<file path="src/rtl/audio_i2s_tx.sv">
// I2S transmitter: FIFO-buffered mono 16-bit samples sent on both channels of a
// 32-bclk frame, with bclk/lrclk derived from clk and sticky debug flags.
module audio_i2s_tx #(
  parameter int CLK_DIV = 2,
  parameter int DEPTH   = 4,
  parameter int LVL_W   = 3
) (
  input  logic              clk,
  input  logic              rst,
  input  logic              in_valid,
  input  logic [15:0]       in_data,
  input  logic              mute,
  input  logic              clr_flags,
  output logic              i2s_bclk,
  output logic              i2s_lrclk,
  output logic              i2s_data,
  output logic [LVL_W-1:0]  fifo_level,
  output logic              overflow,
  output logic              underrun
);

  localparam int DIV_W = (CLK_DIV > 1) ? $clog2(CLK_DIV) : 1;
  localparam int PTR_W = (DEPTH > 1) ? $clog2(DEPTH) : 1;
  localparam logic [DIV_W-1:0] DIV_MAX  = DIV_W'(CLK_DIV - 1);
  localparam logic [LVL_W-1:0] LVL_FULL = LVL_W'(DEPTH);

  logic [DIV_W-1:0] div_cnt;
  logic [4:0]       bit_cnt;
  logic [15:0]      last_word;
  logic [15:0]      shift_word;
  logic             out_pend;
  logic [PTR_W-1:0] wr_ptr;
  logic [PTR_W-1:0] rd_ptr;
  logic [15:0]      mem [DEPTH];

  logic        div_wrap;
  logic        fall;
  logic [4:0]  bit_next;
  logic        load;
  logic        empty;
  logic        full;
  logic        pop;
  logic        push;
  logic        drop;
  logic [15:0] new_last;
  logic [15:0] frame_word;

  assign div_wrap   = (div_cnt == DIV_MAX);
  assign fall       = div_wrap && i2s_bclk;
  assign bit_next   = bit_cnt + 5'd1;
  assign load       = fall && (bit_next == 5'd0);
  assign empty      = (fifo_level == '0);
  assign full       = (fifo_level == LVL_FULL);
  assign pop        = load && !empty;
  // A full FIFO still accepts a push when the frame load frees a slot in the same cycle.
  assign push       = in_valid && (!full || pop);
  assign drop       = in_valid && !push;
  assign new_last   = pop ? mem[rd_ptr] : last_word;
  assign frame_word = mute ? 16'h0000 : new_last;

  // NOTE: sample storage has no reset; emptiness is defined by the pointers and level alone.
  always_ff @(posedge clk) begin
    if (push) mem[wr_ptr] <= in_data;
  end

  // NOTE: all state below uses non-blocking assignments so every register sees pre-edge values.
  always_ff @(posedge clk) begin
    if (rst) begin
      div_cnt    <= '0;
      i2s_bclk   <= 1'b0;
      bit_cnt    <= 5'd31;
      last_word  <= 16'h0000;
      shift_word <= 16'h0000;
      out_pend   <= 1'b0;
      i2s_data   <= 1'b0;
      i2s_lrclk  <= 1'b0;
      wr_ptr     <= '0;
      rd_ptr     <= '0;
      fifo_level <= '0;
      overflow   <= 1'b0;
      underrun   <= 1'b0;
    end else begin
      div_cnt <= div_wrap ? '0 : div_cnt + DIV_W'(1);
      if (div_wrap) i2s_bclk <= ~i2s_bclk;
      if (fall)     bit_cnt  <= bit_next;

      if (load) begin
        last_word  <= new_last;
        shift_word <= frame_word;
      end

      // Serial outputs follow the bclk fall by one clk, using the bit index just reached.
      out_pend <= fall;
      if (out_pend) begin
        i2s_data  <= shift_word[4'd15 - bit_cnt[3:0]];
        i2s_lrclk <= (bit_cnt >= 5'd15) && (bit_cnt <= 5'd30);
      end

      if (push) wr_ptr <= wr_ptr + PTR_W'(1);
      if (pop)  rd_ptr <= rd_ptr + PTR_W'(1);
      case ({push, pop})
        2'b10:   fifo_level <= fifo_level + LVL_W'(1);
        2'b01:   fifo_level <= fifo_level - LVL_W'(1);
        default: fifo_level <= fifo_level;
      endcase

      overflow <= drop || (overflow && !clr_flags);
      underrun <= (load && empty) || (underrun && !clr_flags);
    end
  end

endmodule

</file>
<file path="config.mk">
export PLATFORM = sky130hd
export DESIGN_NAME = audio_i2s_tx
export DESIGN_NICKNAME = d
export VERILOG_FILES = /design/src/rtl/audio_i2s_tx.sv
export SDC_FILE = /design/constraint.sdc
export NUM_CORES = 1
export LEC_CHECK = 0
export CAP_MARGIN = 5
export CORE_AREA = 4 4 127 117
export CTS_BUF_LIST = sky130_fd_sc_hd__clkbuf_2 sky130_fd_sc_hd__clkbuf_4 sky130_fd_sc_hd__clkbuf_8
export DETAILED_ROUTE_END_ITERATION = 10
export DIE_AREA = 0 0 131 121
export GPL_ROUTABILITY_DRIVEN = 0
export PLACE_DENSITY_LB_ADDON = 0.1
export SYNTH_ARGS = -nofsm -noshare
export SYNTH_HDL_FRONTEND = slang
export SYNTH_SLANG_ARGS = --single-unit
</file>
<file path="constraint.sdc">
create_clock -name clk -period 3.9 [get_ports clk]
set_clock_uncertainty 0.2 [all_clocks]
set_input_delay 0.78 -clock clk [delete_from_list [all_inputs] [get_ports clk]]
set_output_delay 0.78 -clock clk [all_outputs]
set_load 0.02 [all_outputs]
</file>
; Word level (Yosys, flattened, before mapping)
; Memories as Yosys holds them, arrays and structs flattened. A register that Yosys moved wholly into a read port is not among the register bits.
; Index checks and enable logic that the tools add are counted.
[word_totals]
memories = 1
mem_bits_rw = 64
word_cells = 57
input_bits = 21
register_bits = 51
out_inout_bits = 8
[op_classes]
n_bitwise = 1
order_cmp = 3
muxes = 9
n_eq_ne = 3
reduce_logical = 20
add_sub_neg = 7
[mem_list]
columns = memory, words, word_bits, rd, rd_ports_with_merged_regs, wr, line
row1 = mem, 4, 16, 1, 1, 1, 34  ; logic [15:0] mem [DEPTH];
[op_table]
columns = cell, n
row1 = $mux 16, 2
row2 = $logic_and 1x1->1, 9
row3 = $pmux 3 s2, 1
row4 = $add 5x1->5 const B, 1
row5 = $ge 5x4->1 const B, 1
row6 = $le 5x5->1 const B, 1
row7 = $logic_not 5->1, 1
row8 = $lt 4x5->1 const B, 1
row9 = $add 2x1->2 const B, 2
row10 = $bmux 1 s4, 1
row11 = $logic_not 1->1, 4
row12 = $mux 2, 2
row13 = $sub 4x4->4 const A, 1
row14 = $add 3x1->3 const B, 1
row15 = $eq 3x3->1 const B, 1
row16 = $logic_not 3->1, 1
row17 = $logic_or 1x1->1, 3
row18 = $mux 1, 3
row19 = $sub 3x1->3 const B, 1
row20 = $eq 2x1->1 const B, 1
row21 = $eq 2x2->1 const B, 1
row22 = $reduce_bool 2->1, 1
row23 = $reduce_or 2->1, 1
row24 = $add 1x1->1 const B, 1
row25 = $not 1->1, 1

; Longest topological paths before layout
; Gate-level depths: netlist of the first run.
[depth]
depth_word = 9
ltp_mapped = 12
ltp_nobuf = 11

; Worst setup path before layout of the first run
; OpenSTA, ideal clock, no wires.
[synth_timing]
path_type = flip-flop to flip-flop
startpoint = register bit_cnt[0]
endpoint = register fifo_level[2]
slack_ps = 1020
arrival_time_ps = 2606
synth_period_minus_slack_ps = 2880
path_stages_with_launch = 13
t_required_ps = 3626
path_buffers = 1
setup_ps = 74
cell_sequence = dfxtp_1 > ha_1 > and3_1 > ha_1 > nand4_1 > a211oi_2 > buf_2 > nand3_1 > fa_1 > nor2_1 > nand2_1 > a21o_1 > a31oi_1
[synth_via]
elab_chain_cells = 8
word_cells_on_any_way = 10
classes_between = 1 x add/sub / 2 x eq/ne / 1 x mux / 6 x reduce/logical
[synth_rtl]
columns = item, line
row1 = start: declaration, 28  ; logic [4:0] bit_cnt;
row2 = start signal: assignment, 85  ; if (fall) bit_cnt <= bit_next;
row3 = $add 5x1->5 (*), 50  ; assign bit_next = bit_cnt + 5'd1;
row4 = $logic_not 5->1 (*), 51  ; assign load = fall && (bit_next == 5'd0);
row5 = $logic_and 1x1->1 (*), 51
row6 = $logic_and 1x1->1 (*), 54  ; assign pop = load && !empty;
row7 = $logic_or 1x1->1, 56  ; assign push = in_valid && (!full || pop);
row8 = $logic_and 1x1->1, 56
row9 = $eq 2x1->1 or $eq 2x2->1 (tied branches), 101  ; case ({push, pop})
row10 = $pmux 3 s2 or $reduce_bool 2->1 (tied branches), -
row11 = end signal: assignment, 102  ; 2'b10: fifo_level <= fifo_level + LVL_W'(1);
row12 = end signal: assignment, 103  ; 2'b01: fifo_level <= fifo_level - LVL_W'(1);
row13 = end signal: assignment, 104  ; default: fifo_level <= fifo_level;
row14 = end: declaration, 17  ; output logic [LVL_W-1:0] fifo_level,
; Mark *: on every way between the ends. The rest lies on a longest branch, timed or not.
; A chain may end at the register's enable or synchronous reset.

; Worst setup path in the final report of the first run
; Same ends and word-level chain as after synthesis.

==> results.yml, run 1 <==
outcome:
  status: "completed"
synthesis:
  synthArstFlopShare_pct: 0
  synth_area_leaders: "edfxtp_1 (41%), dfxtp_1 (23%), mux4_2 (9.6%), nand2_1 (2.5%), a21oi_1 (2.4%)"
  yosys.area.top_type: "edfxtp_1"
  synth_top_area_share_pct: 41.07
  synth_area_per_cell_um2: 13.60
  synth_area_um2: 4679
  synthCells: 344
  ys_ff_latch: 117
  synth_edf_count: 64
  syn_nets: 373
  synth_ff_type: "edfxtp_1"
  ys_warn_count: 0
  ys_seq_area_share_pct: 63.74
  ys_types: 43
place:
  port_buffers: 28
  hpwl_um: 5708
  dp_cells: 530
  dpl_cell_area_um2: 5119
timing:
  tns_ns: 0
  fin_crit_sh_pct: 78.47
  tightestPinTransition_ns: 0.8336
  setup_viol: 0
  hold_violations: 0
  relSlewSlack_pct: 44.35
  rsz0062_at_grt: "no"
  maxSlewViolCount: 0
  fmax_mhz: 326.8
  final.min_clock_period_ns: 3.060
  holdWs_ns: 0.2544
layout:
  stdcell_area_um2: 5567
  n_fill_cell: 1272
  fin_nets: 406
  final_common_cell: "edfxtp_1"
  drive_above_1_share_pct: 17.18
  most-common-layout-cells: "edfxtp_1 (64), dfxtp_1 (53), nand2_1 (31)"
  diodes: 0
  syn_to_final_growth_pct: 18.96
  fin_cells: 562
power:
  p_leak_uw: 0.001889
  swShare_pct: 22.05
  power_frac_comb_pct: 7.5
  vdd_drop_max_mv: 0.2716
  powerDensity_nw_per_um2: 507.1
  power.switching_uw: 622.5
  intPower_uw: 2200
  clock_power_share_pct: 43.8
  seqPwrFrac_pct: 48.7
critical_path:
  critPathBufInv: 0
  cp_common_cell: "ha_1"
  crit_chain: "ha_1 -> and3_1 -> ha_1 -> nand4_1 -> a211oi_2 -> nand3_1 -> fa_1 -> nor2_1 -> nand2_1 -> a21o_1 -> a31oi_1"
  cpMaxStageDelayCell: "dfxtp_1"
  cp-start-kind: "flip-flop"
  max_stage_delay_ns: 0.46
  endpoint_kind: "flip-flop"
  critPathRequiredTime_ns: 4.05
  cp.arrival_ns: 3.21
  cp_max_fo: 10
  crit_family: "adder cells"
  crit_type: "flip-flop to flip-flop"
detailed_routing:
  route.detailed.wl_per_inst_um: 16.15
  firstDrtPassIters: 5
  wl_met3_um: 434
  wl_um: 9074
  drc: 0
  highest_layer: "met4"
  met2_wirelength_um: 4166
  wl_met1_um: 4342
  drt_iter0_markers: 188
  drt-vias-per-instance: 4.849
  vias: 2725
  drtAntennaViolNets: 0
die:
  ios: 29
  fp.dieArea_um2: 15850
  die_h_um: 121
  die_width_um: 131
  num_rows: 41
  fp.coreArea_um2: 13700
  start_util_pct: 34.16
clock_tree:
  clk_pin_slew_ns: 0.07
  cts_tree: "yes"
  cts_root_buf: "clkbuf_8"
  cts.htree.levels: 4
  postCtsHoldBufs: 0
  post-cts-setup-buffers: 0
  cts_sinks: 117
  insertion_delay_ns: 0.43
  cts_buffer_depth: 2
  numCtsBuffers: 17
  cts-resized-gates: 0
run:
  max_cap_violations: 0
global_routing:
  overflow: 0
  grt_max_degree: 42
  grt_pass1_wl_um: 15080
  grt_pass1_vias: 2873
  antenna_found_initial: 0
  grt_use_total_pct: 12.86
hold_path:
  hold_path_class: "flip-flop to flip-flop"
cells by family (layout without fill, tap and decap cells):
family / after synthesis / after routing / synth area share (%)
compound gates: 67 / 67 / 9.519
xor+xnor: 8 / 8 / 1.497
fa+ha+maj: 8 / 8 / 2.299
buf+inv: 29 / 75 / 3.128
flops: 117 / 117 / 63.74
mux: 26 / 26 / 10.91
simple gates: 89 / 89 / 8.904
worst paths after layout:
path | from | cells past startpoint | to | slack, ns
min reg2reg | last_word[14]$_SDFFE_PP0P_ | 2 | last_word[14]$_SDFFE_PP0P_ | 0.25
max | bit_cnt[0]$_SDFFE_PP1P_ | 11 | fifo_level[2]$_SDFFE_PP0P_ | 0.84
max reg2reg | bit_cnt[0]$_SDFFE_PP1P_ | 11 | fifo_level[2]$_SDFFE_PP0P_ | 0.84
min | last_word[14]$_SDFFE_PP0P_ | 2 | last_word[14]$_SDFFE_PP0P_ | 0.25
Yosys cell counts (all sizes together), types with 6 or more instances:
master,count
a21oi,22
ha,7
mux4,20
dfxtp,53
nor2,26
nand2,31
inv,6
edfxtp,64
clkbuf,6
nand3,15
o21ai,16
a22o,11
buf,17
mux2i,6
routing by layer:
layer / track usage, % / vias to the layer above
met5: 0 / -
met4: 5.270 / 0
met3: 4.974 / 7
met2: 18.40 / 59
met1: 17.43 / 1312
li1: - / 1347
final cells by class:
type / count / area, um^2 / area share (%)
sequential: 117 / 2983 / 53.59
multi-input combinational: 198 / 1550 / 27.85
timing repair buffer: 37 / 347.8 / 6.249
clock buffer: 23 / 297.8 / 5.350
tap: 172 / 215.2 / 3.866
clock inverter: 9 / 150.1 / 2.697
inverter: 6 / 22.52 / 0.4046
power by group through the flow:
stage	clock [uW]	combinational, uW	sequential [uW]
3_5_place_dp	0	215	1400
3_3_place_gp	0	213	1400
4_1_cts	1280	215	1370
2_1_floorplan	0	140	1390
5_1_grt	1330	238	1380
6_report	1240	212	1370
flip-flops by register name, summed over array words and instances (netlist names), named ones only:
name,flops
wr_ptr,2
i2s_lrclk,1
i2s_bclk,1
underrun,1
mem,64
last_word,16
bit_cnt,5
i2s_data,1
shift_word,16
fifo_level,3
div_cnt,1
overflow,1
rd_ptr,2
out_pend,1
tightest hold or removal path, stage by stage, from the launching register on:
cell and delay, ns:
dfxtp_1 0.31, nand2_1 0.05, a21oi_1 0.05
through the flow:
stage / util [%] / setup WS, ns / total power, uW
after floorplan: - / 1.020 / 1534
after global placement: 37.37 / 0.9163 / 1614
after detailed placement: 37.37 / 0.8472 / 1616
after CTS: 40.64 / 0.8331 / 2867
after global routing: 40.64 / 0.5670 / 2951
final: 40.64 / 0.8398 / 2823
Note: power is estimated with default switching activity, not from simulation.
==> run 2, diff against run 1 <==
- clock period: 3.9 -> 2.85 ns (I/O delays scaled with it)
==> run 2 against run 1 <==
Net effect:
- utilization is 0.64 points higher
- via count rose by 2.8%
- critical path type unchanged
- global-route usage down 0.12 points
- first-iteration DRC count is 28% lower
- worst setup slack got worse by 0.67 ns
- critical endpoint unchanged
- design area rose by 1.6%
==> results.yml, run 2 (synthesis gave the netlist of run 1 again) <==
outcome:
  status: "completed"
hold_path:
  hold_path_class: "flip-flop to flip-flop"
  worstHoldStart: "last_word[10]$_SDFFE_PP0P_"
  min_path_cells: 2
timing:
  fin_crit_sh_pct: 94.11
  maxSlewViolCount: 0
  tns_ns: 0
  hold_violations: 0
  final.min_clock_period_ns: 2.682
  rsz0062_at_grt: "no"
  fmax_mhz: 372.8
  tightestPinTransition_ns: 0.7737
  setup_viol: 0
  relSlewSlack_pct: 48.23
place:
  port_buffers: 28
  hpwl_um: 5938
critical_path:
  endpoint_kind: "flip-flop"
  cp.arrival_ns: 2.84
  r2r-start: "bit_cnt[0]$_SDFFE_PP1P_"
  max_stage_delay_ns: 0.40
  cp-start-kind: "flip-flop"
  crit_family: "adder cells"
  crit_chain: "ha_2 -> and3_4 -> ha_4 -> nand4_1 -> a211oi_2 -> nand3_2 -> fa_2 -> nor2_2 -> nand2_1 -> a21o_1 -> a31oi_1"
  crit_type: "flip-flop to flip-flop"
  cp_max_fo: 3
  critPathBufInv: 0
  critPathRequiredTime_ns: 3.01
  cpMaxStageDelayCell: "fa_2"
  cp-startpoint: "bit_cnt[0]$_SDFFE_PP1P_"
  rr_worst_depth: 11
  cp.depth: 11
layout:
  diodes: 0
  drive_above_1_share_pct: 21.14
  top_register: "mem"
  most-common-layout-cells: "edfxtp_1 (64), dfxtp_1 (53), nand2_1 (31)"
  largest_registers: "mem: 64 flops, last_word: 16 flops, shift_word: 16 flops"
  syn_to_final_growth_pct: 20.83
  n_fill_cell: 1261
  final_common_cell: "edfxtp_1"
  fin_util_pct: 41.28
  regArea_um2: 2983
  largest_reg_flops: 64
  fin_nets: 418
  multi_input_area_um2: 1580
clock_tree:
  postCtsHoldBufs: 0
  cts_root_buf: "clkbuf_8"
  numCtsBuffers: 17
  cts_tree: "yes"
  clk_pin_slew_ns: 0.07
  cts_buffer_depth: 2
  cts_sinks: 117
  cts.htree.levels: 4
  insertion_delay_ns: 0.43
global_routing:
  grt_max_degree: 24
  grt_use_total_pct: 12.74
  grt_pass1_vias: 2827
  grt_pass1_wl_um: 15010
  overflow: 0
  antenna_found_initial: 0
detailed_routing:
  drt-vias-per-instance: 4.878
  vias: 2800
  firstDrtPassIters: 4
  wl_um: 9147
  drc: 0
  drtAntennaViolNets: 0
  route.detailed.wl_per_inst_um: 15.94
  drt_iter0_markers: 136
die:
  fp.coreArea_um2: 13700
  fp.dieArea_um2: 15850
  die_h_um: 121
  num_rows: 41
  die_width_um: 131
  start_util_pct: 34.16
  ios: 29
run:
  max_cap_violations: 0
power:
  powerDensity_nw_per_um2: 634.3
  p_leak_uw: 0.001908
  vdd_drop_max_mv: 0.4591
==> run 2: report_power, final <==
group	switching (uW)	internal, uW
Sequential	27.7	1840
Combinational	190	145
Clock	689	691
Total	907	2680
==> run 2: worst paths after layout <==
check	end	slack (ns)
hold reg to reg	last_word[10]$_SDFFE_PP0P_	0.26
setup reg to reg	fifo_level[2]$_SDFFE_PP0P_	0.17
hold / removal	last_word[10]$_SDFFE_PP0P_	0.26
setup / recovery	fifo_level[2]$_SDFFE_PP0P_	0.17
==> run 2: area by class of cell <==
type | count | area share [%]
clock buffers | 17 | 4.138
multi-input cells | 198 | 27.95
repair buffers | 49 | 8.630
flip-flops and latches | 117 | 52.76
well taps | 172 | 3.806
clock inverters | 15 | 2.324
inverters | 6 | 0.3983
==> run 2: metal layers <==
layer | up-vias | share of wire, % | routed length [um] | global-route usage [%]
li1 | 1374 | - | - | -
met1 | 1377 | 48 | 4433 | 17.02
met2 | 39 | 47 | 4258 | 18.91
met3 | 10 | 3.4 | 315 | 4.225
met4 | 0 | 1.5 | 138 | 5.398
met5 | - | 0 | 0 | 0
==> run 2: per-stage QoR <==
stage | hold slack, ns | setup WS (ns) | cell area, um^2 | instances | power [uW]
2_1_floorplan | 0.2366 | 0.04813 | 4682 | 344 | 2099
3_3_place_gp | 0.2424 | 0.1595 | 5244 | 540 | 2232
3_5_place_dp | 0.2468 | 0.1130 | 5244 | 540 | 2235
4_1_cts | 0.2567 | 0.09114 | 5609 | 572 | 3631
5_1_grt | 0.2784 | 0.02355 | 5654 | 574 | 3764
6_report | 0.2556 | 0.1678 | 5654 | 574 | 3587
==> run 2: worst reg2reg max path, delay by kind of cell, from the launching register on <==
family                   cells  cell delay, ns
AND/OR/NAND/NOR              5            0.63
flip-flops                   1            0.32
AO/OA/AOI/OAI                3            0.61
adder cells (fa/ha/maj)      3            0.86
==> run 2: timing repair <==
action,4_1_cts,5_1_grt
setup buffers,0,2
endpoints found under the setup margin,0,2
resized for setup,0,6
==> run 3, diff against run 2 <==
- SKIP_LAST_GASP: default -> 1
==> results of run 3 <==
Same layout as run 2: the final DEF is identical, and so are final timing and power.
